### config.mk
export PLATFORM = sky130hd
export DESIGN_NAME = uart_tx
export DESIGN_NICKNAME = d
export VERILOG_FILES = /design/src/rtl/uart_pkg.sv /design/src/rtl/uart_tx_fifo.sv /design/src/rtl/uart_tx.sv
export SDC_FILE = /design/constraint.sdc
export NUM_CORES = 1
export LEC_CHECK = 0
export BUFFER_PORTS_ARGS = -buffer_cell sky130_fd_sc_hd__buf_2
export CAP_MARGIN = 30
export CELL_PAD_IN_SITES_DETAIL_PLACEMENT = 1
export CELL_PAD_IN_SITES_GLOBAL_PLACEMENT = 1
export CORE_ASPECT_RATIO = 2
export CORE_MARGIN = 2
export CORE_UTILIZATION = 54
export CTS_CLUSTER_SIZE = 10
export DETAILED_ROUTE_END_ITERATION = 12
export PLACE_DENSITY_LB_ADDON = 0.1
export SLEW_MARGIN = 20
export SYNTH_ARGS = -nofsm -noshare
export SYNTH_HDL_FRONTEND = slang
export SYNTH_HIERARCHICAL = 1
export SYNTH_SLANG_ARGS = --single-unit
### constraint.sdc
create_clock -name clk -period 4.63 [get_ports clk]
set_input_delay 0.926 -clock clk [delete_from_list [all_inputs] [get_ports clk]]
set_output_delay 0.926 -clock clk [all_outputs]
set_load 0.05 [all_outputs]
### src/rtl/uart_pkg.sv
// Shared UART definitions: FSM state encoding, bit-period helper and frame geometry.
// Latency: n/a (constants and types only).
// Backpressure: n/a.
// Used by uart_tx and uart_rx so both ends derive the bit period identically.
package uart_pkg;

  typedef enum logic [1:0] {
    ST_IDLE  = 2'd0,
    ST_START = 2'd1,
    ST_DATA  = 2'd2,
    ST_STOP  = 2'd3
  } uart_state_e;

  // 8N1: start + 8 data + stop
  localparam int DATA_BITS  = 8;
  localparam int FRAME_BITS = 10;

  // Clock cycles per serial bit (integer division, truncating).
  function automatic int clks_per_bit(input int clk_freq, input int baud);
    return clk_freq / baud;
  endfunction

endpackage

### src/rtl/uart_tx_fifo.sv
// Synchronous byte FIFO between producers and the serial shifter.
// Latency: push visible in count on the next edge; pop_dat registered, valid the cycle after pop.
// Backpressure: push is ignored while full, pop is ignored while empty.
// Ports: clk/rst_n; push/push_dat write side; pop/pop_dat read side; full/empty/count status.
module uart_tx_fifo #(
  parameter int DEPTH = 16,
  parameter int WIDTH = 8
) (
  input  logic                     clk,
  input  logic                     rst_n,
  input  logic                     push,
  input  logic [WIDTH-1:0]         push_dat,
  input  logic                     pop,
  output logic [WIDTH-1:0]         pop_dat,
  output logic                     full,
  output logic                     empty,
  output logic [$clog2(DEPTH):0]   count
);

  localparam int AW = $clog2(DEPTH);
  localparam int CW = AW + 1;

  logic [WIDTH-1:0] mem_q [DEPTH];
  logic [AW-1:0]    wr_ptr_q, wr_ptr_d;
  logic [AW-1:0]    rd_ptr_q, rd_ptr_d;
  logic [CW-1:0]    count_q, count_d;
  logic [WIDTH-1:0] pop_dat_q;
  logic             push_ok, pop_ok;

  assign full    = (count_q == CW'(DEPTH));
  assign empty   = (count_q == '0);
  assign count   = count_q;
  assign pop_dat = pop_dat_q;

  // Full-ness is judged on the current count, so a push while full is lost
  // even if a pop frees a slot on the same edge.
  assign push_ok = push && !full;
  assign pop_ok  = pop && !empty;

  always_comb begin
    wr_ptr_d = wr_ptr_q + AW'(push_ok);
    rd_ptr_d = rd_ptr_q + AW'(pop_ok);
    count_d  = count_q;
    if (push_ok && !pop_ok) begin
      count_d = count_q + 1'b1;
    end else if (pop_ok && !push_ok) begin
      count_d = count_q - 1'b1;
    end
  end

  always_ff @(posedge clk or negedge rst_n) begin
    if (!rst_n) begin
      wr_ptr_q  <= '0;
      rd_ptr_q  <= '0;
      count_q   <= '0;
      pop_dat_q <= '0;
    end else begin
      wr_ptr_q <= wr_ptr_d;
      rd_ptr_q <= rd_ptr_d;
      count_q  <= count_d;
      if (pop_ok) begin
        pop_dat_q <= mem_q[rd_ptr_q];
      end
    end
  end

  // Storage is not reset; resetting the pointers discards the contents.
  always_ff @(posedge clk) begin
    if (push_ok) begin
      mem_q[wr_ptr_q] <= push_dat;
    end
  end

endmodule

### src/rtl/uart_tx.sv
// 8N1 UART transmitter with a byte FIFO in front of the bit shifter.
// Latency: byte pushed into an empty idle FIFO at edge E starts its start bit after E+1.
// Backpressure: data_ready low while FIFO holds FIFO_DEPTH bytes; frames run back-to-back.
// Ports: clk/rst_n; data_in/data_valid/data_ready producer side; tx line, tx_busy, fifo_count.
module uart_tx
  import uart_pkg::*;
#(
  parameter int CLK_FREQ   = 100000000,
  parameter int BAUD       = 115200,
  parameter int FIFO_DEPTH = 16
) (
  input  logic                          clk,
  input  logic                          rst_n,
  input  logic [7:0]                    data_in,
  input  logic                          data_valid,
  output logic                          data_ready,
  output logic                          tx,
  output logic                          tx_busy,
  output logic [$clog2(FIFO_DEPTH):0]   fifo_count
);

  localparam int CPB = clks_per_bit(CLK_FREQ, BAUD);
  localparam int BW  = (CPB > 1) ? $clog2(CPB) : 1;
  localparam logic [BW-1:0] BAUD_LAST = BW'(CPB - 1);

  logic        fifo_pop;
  logic [7:0]  fifo_dat;
  logic        fifo_full, fifo_empty;

  uart_tx_fifo #(
    .DEPTH (FIFO_DEPTH),
    .WIDTH (8)
  ) u_fifo (
    .clk      (clk),
    .rst_n    (rst_n),
    .push     (data_valid),
    .push_dat (data_in),
    .pop      (fifo_pop),
    .pop_dat  (fifo_dat),
    .full     (fifo_full),
    .empty    (fifo_empty),
    .count    (fifo_count)
  );

  assign data_ready = !fifo_full;

  uart_state_e state_q, state_d;
  logic [BW-1:0] baud_q, baud_d;
  logic [2:0]    bit_q, bit_d;
  logic [7:0]    shift_q, shift_d;
  logic          load_q, load_d;
  logic          tx_q, tx_d;
  logic          busy_q, busy_d;
  logic          baud_end;

  assign baud_end = (baud_q == BAUD_LAST);

  always_comb begin
    state_d  = state_q;
    baud_d   = baud_q;
    bit_d    = bit_q;
    shift_d  = shift_q;
    fifo_pop = 1'b0;
    tx_d     = 1'b1;
    busy_d   = 1'b0;

    // FIFO read data lands one cycle after the pop; the shifter picks it up
    // then, which is still inside the start bit.
    if (load_q) begin
      shift_d = fifo_dat;
    end

    case (state_q)
      ST_IDLE: begin
        if (!fifo_empty) begin
          fifo_pop = 1'b1;
          state_d  = ST_START;
          baud_d   = '0;
          bit_d    = '0;
        end
      end
      ST_START: begin
        if (baud_end) begin
          state_d = ST_DATA;
          baud_d  = '0;
        end else begin
          baud_d = baud_q + 1'b1;
        end
      end
      ST_DATA: begin
        if (baud_end) begin
          baud_d = '0;
          bit_d  = bit_q + 1'b1;   // wraps 7 -> 0 on leaving DATA
          if (bit_q == 3'd7) begin
            state_d = ST_STOP;
          end else begin
            shift_d = shift_d >> 1;
          end
        end else begin
          baud_d = baud_q + 1'b1;
        end
      end
      ST_STOP: begin
        if (baud_end) begin
          baud_d = '0;
          if (!fifo_empty) begin
            // chain straight into the next start bit, no idle cycle
            fifo_pop = 1'b1;
            state_d  = ST_START;
            bit_d    = '0;
          end else begin
            state_d = ST_IDLE;
          end
        end else begin
          baud_d = baud_q + 1'b1;
        end
      end
      default: state_d = ST_IDLE;
    endcase

    // Outputs follow the next state so tx/tx_busy are registered yet aligned.
    case (state_d)
      ST_START: begin tx_d = 1'b0;       busy_d = 1'b1; end
      ST_DATA:  begin tx_d = shift_d[0]; busy_d = 1'b1; end
      ST_STOP:  begin tx_d = 1'b1;       busy_d = 1'b1; end
      default:  begin tx_d = 1'b1;       busy_d = 1'b0; end
    endcase

    load_d = fifo_pop;
  end

  always_ff @(posedge clk or negedge rst_n) begin
    if (!rst_n) begin
      state_q <= ST_IDLE;
      baud_q  <= '0;
      bit_q   <= '0;
      shift_q <= '0;
      load_q  <= 1'b0;
      tx_q    <= 1'b1;
      busy_q  <= 1'b0;
    end else begin
      state_q <= state_d;
      baud_q  <= baud_d;
      bit_q   <= bit_d;
      shift_q <= shift_d;
      load_q  <= load_d;
      tx_q    <= tx_d;
      busy_q  <= busy_d;
    end
  end

  assign tx      = tx_q;
  assign tx_busy = busy_q;

endmodule

==> results.toml <==
[logic_synthesis]
yosys_warnings = 6
synthesis.area_um2 = 7420
yosysTopAreaCellShare_pct = 51.8
synth_top_family_by_area = "multiplexers"
synth_simple_gate_area_share_pct = 5.74
yosysTopAreaCell = "edfxtp_1"
synthTopCellsByArea = "edfxtp_1 (52%), dfrtp_1 (16%), mux4_2 (7.3%), mux4_1 (5.0%), ha_1 (2.7%)"
synth_cells = 423
synth_cell_types = 49
synthAdderAreaFrac_pct = 2.97
async_reset_ff_share_pct = 26.9
ys_ff_latch = 175
synthXorXnorAreaFrac_pct = 1.77
synth-seq-area-share_pct = 67.7
synth_compound_area_share_pct = 4.56
synth_edf_count = 128
synthMuxAreaShare_pct = 14.6
ys.flop_type = "edfxtp_1"
syn_area_per_cell_um2 = 17.5
synth_nets = 451

[floorplan]
coreArea_um2 = 13400
io_pins = 19
rows = 60
die_y_um = 170
die_w_um = 86.9
initial_core_util_pct = 55.2
die-area_um2 = 14700

[grt]
grt_max_degree = 48
grt_usage_pct = 22.1
grt_pass1_wl_mm = 23.3
grt_pass1_vias = 4199
antenna_found_initial = 0
overflow = 0

[run]
maxCapViolations = 0

[place]
place_ws_ns = 1.07
routabilityCongestion = 0.768
port_buffers = 18
dp_hpwl_mm = 10.4

[timing]
rsz0062_at_grt = "no"
fmax_mhz = 279
final.min_clock_period_ns = 3.58
setup_viol = 0
maxSlewViolCount = 0
hold_violations = 0
skew_ns = 0.0137
worst_slack_ns = 1.05
slew_headroom_pct = 30.5
worstMarginPinSlew_ns = 1.04
timing.setup.tns_ns = 0
finalCritPeriodShare_pct = 77.4

[clocking]
cts_buffers = 17
cts_tree = "yes"
cts_max_level = 4
cts_hold_buf = 0
clk_pin_slew_ns = 0.07
ctsResizeCount = 0
post_cts_buffers = 0
cts_root_buf = "clkbuf_16"
ctsLongestPathBuffers = 2
clk_latency_ns = 0.42
cts_sinks = 175

[outcome]
status = "completed"

[setup_path]
end_kind = "flop"
worstPathRequired_ns = 4.97
cp_max_fo = 18
start_kind = "flop"
slowest_delay_ns = 0.41
crit_arrival_ns = 3.92
path_cells = "ha_1 > or3b_4 > nor3_1 > a21oi_1 > nor3_1 > o21ai_4 > ha_1 > inv_1 > ha_1 > a21o_1 > a21oi_1 > mux2i_1 > xnor2_1"
crit_type = "flop to flop"
slowest_stage = "dfrtp_1"
crit_top_cell = "ha_1"

[routing]
drt_wl_total_mm = 14.8
ant_nets = 0
via_count = 3814
wl_per_cell_um = 23.8
firstDrtPassIters = 5
drtIter0Drc = 129
vias_per_cell = 6.16
drc = 0

[finish]
diodes = 0
areaGrowthSynthToFinish_pct = 11.0
nNetsFinal = 479
mostFrequentLayoutCells = "edfxtp_1 (128), dfrtp_1 (46), nor2_1 (29)"
drive_above_1_share_pct = 20.7
layout_commonest_cell = "edfxtp_1"

[power_and_ir_drop]
ir_worst_vdd_v = 0.000380
power_density_nw_per_um2 = 605
p_leak_uw = 0.00304

[min_path]
min-delay-path-class = "flop to flop"
[synth_stat cells, types with 3 or more instances]
master,instances
mux2i_1,15
inv_1,10
xnor2_1,8
edfxtp_1,128
buf_6,5
nand3_1,7
ha_1,16
buf_2,5
nand2_1,15
clkbuf_1,4
nor2_1,29
a21oi_1,5
mux4_2,24
xor2_1,7
a211oi_1,9
nand4_1,3
nand2b_1,4
dfrtp_1,46
o21ai_0,8
o22ai_1,9
a21o_1,10
mux4_1,14
nor3_1,9
[critical path: cells and delay by family (launching register included)]
family                   cells  cell delay [ns]
multiplexers                 1             0.24
flip-flops                   1             0.41
AO/OA/AOI/OAI                4             0.77
XOR/XNOR                     1             0.14
AND/OR/NAND/NOR              3             0.99
adder cells (fa/ha/maj)      3             0.78
buffers and inverters        1             0.16
[metal layers]
layer	vias up	part of all wire [%]	track usage, %
met5	-	0	0
met2	55	62	43.3
met3	18	1.8	4.18
met4	0	1.5	6.66
li1	1726	-	-
met1	2015	34	22.7
[registers in the layout (all words and copies together) (netlist names)]
signal	cells
baud_q	10
bit_q	3
load_q	1
shift_q	8
state_q	2
tx	1
tx_busy	1
u_fifo/count	5
u_fifo/mem_q	128
u_fifo/pop_dat	8
u_fifo/rd_ptr_q	4
u_fifo/wr_ptr_q	4
[final timing paths]
check / endpoint / cells after the start / slack [ns] / startpoint
max in group asynchronous: u_fifo/pop_dat[6] / 2 / 3.61 / rst_n
max reg2reg: u_fifo/count[4] / 13 / 1.05 / baud_q[0]
min: u_fifo/pop_dat[0] / 1 / 0.49 / u_fifo/pop_dat[0]
min in group asynchronous: bit_q[0] / 2 / 0.60 / rst_n
min reg2reg: u_fifo/pop_dat[0] / 1 / 0.49 / u_fifo/pop_dat[0]
max: u_fifo/count[4] / 13 / 1.05 / baud_q[0]
[power by group]
group          total [uW]  internal [uW]  switching (uW)
logic                1370            604             766
registers            2180           1970             216
clock network        1430            780             652
[through the flow]
| step | instances | util [%] | hold WS (ns) | instance area, um2 | power (uW) |
|---|---|---|---|---|---|
| CTS | 617 | 61.2 | 0.495 | 8220 | 5040 |
| detailed placement | 585 | 56.5 | 0.470 | 7600 | 3580 |
| finish | 619 | 61.3 | 0.488 | 8230 | 4980 |
| global route | 619 | 61.3 | 0.515 | 8230 | 5220 |
| floorplan | 423 | - | 0.449 | 7420 | 3270 |
| global placement | 585 | 56.5 | 0.471 | 7600 | 3520 |
[final cells by class]
cell class              instances  area [um2]
inverters                      10        37.5
well taps                     155         194
multi-input cells             219        2200
clock inverters                15         194
flip-flops and latches        175        5020
fillers                      1164        5200
clock buffers                  17         425
repair buffers                 28         165
[logic make-up after synthesis]
group | after synthesis
xor+xnor | 15
fa+ha+maj | 17
simple gates | 84
buf+inv | 29
compound gates | 48
mux | 55
flops | 175
No activity file was read; power rests on OpenSTA's default activity.
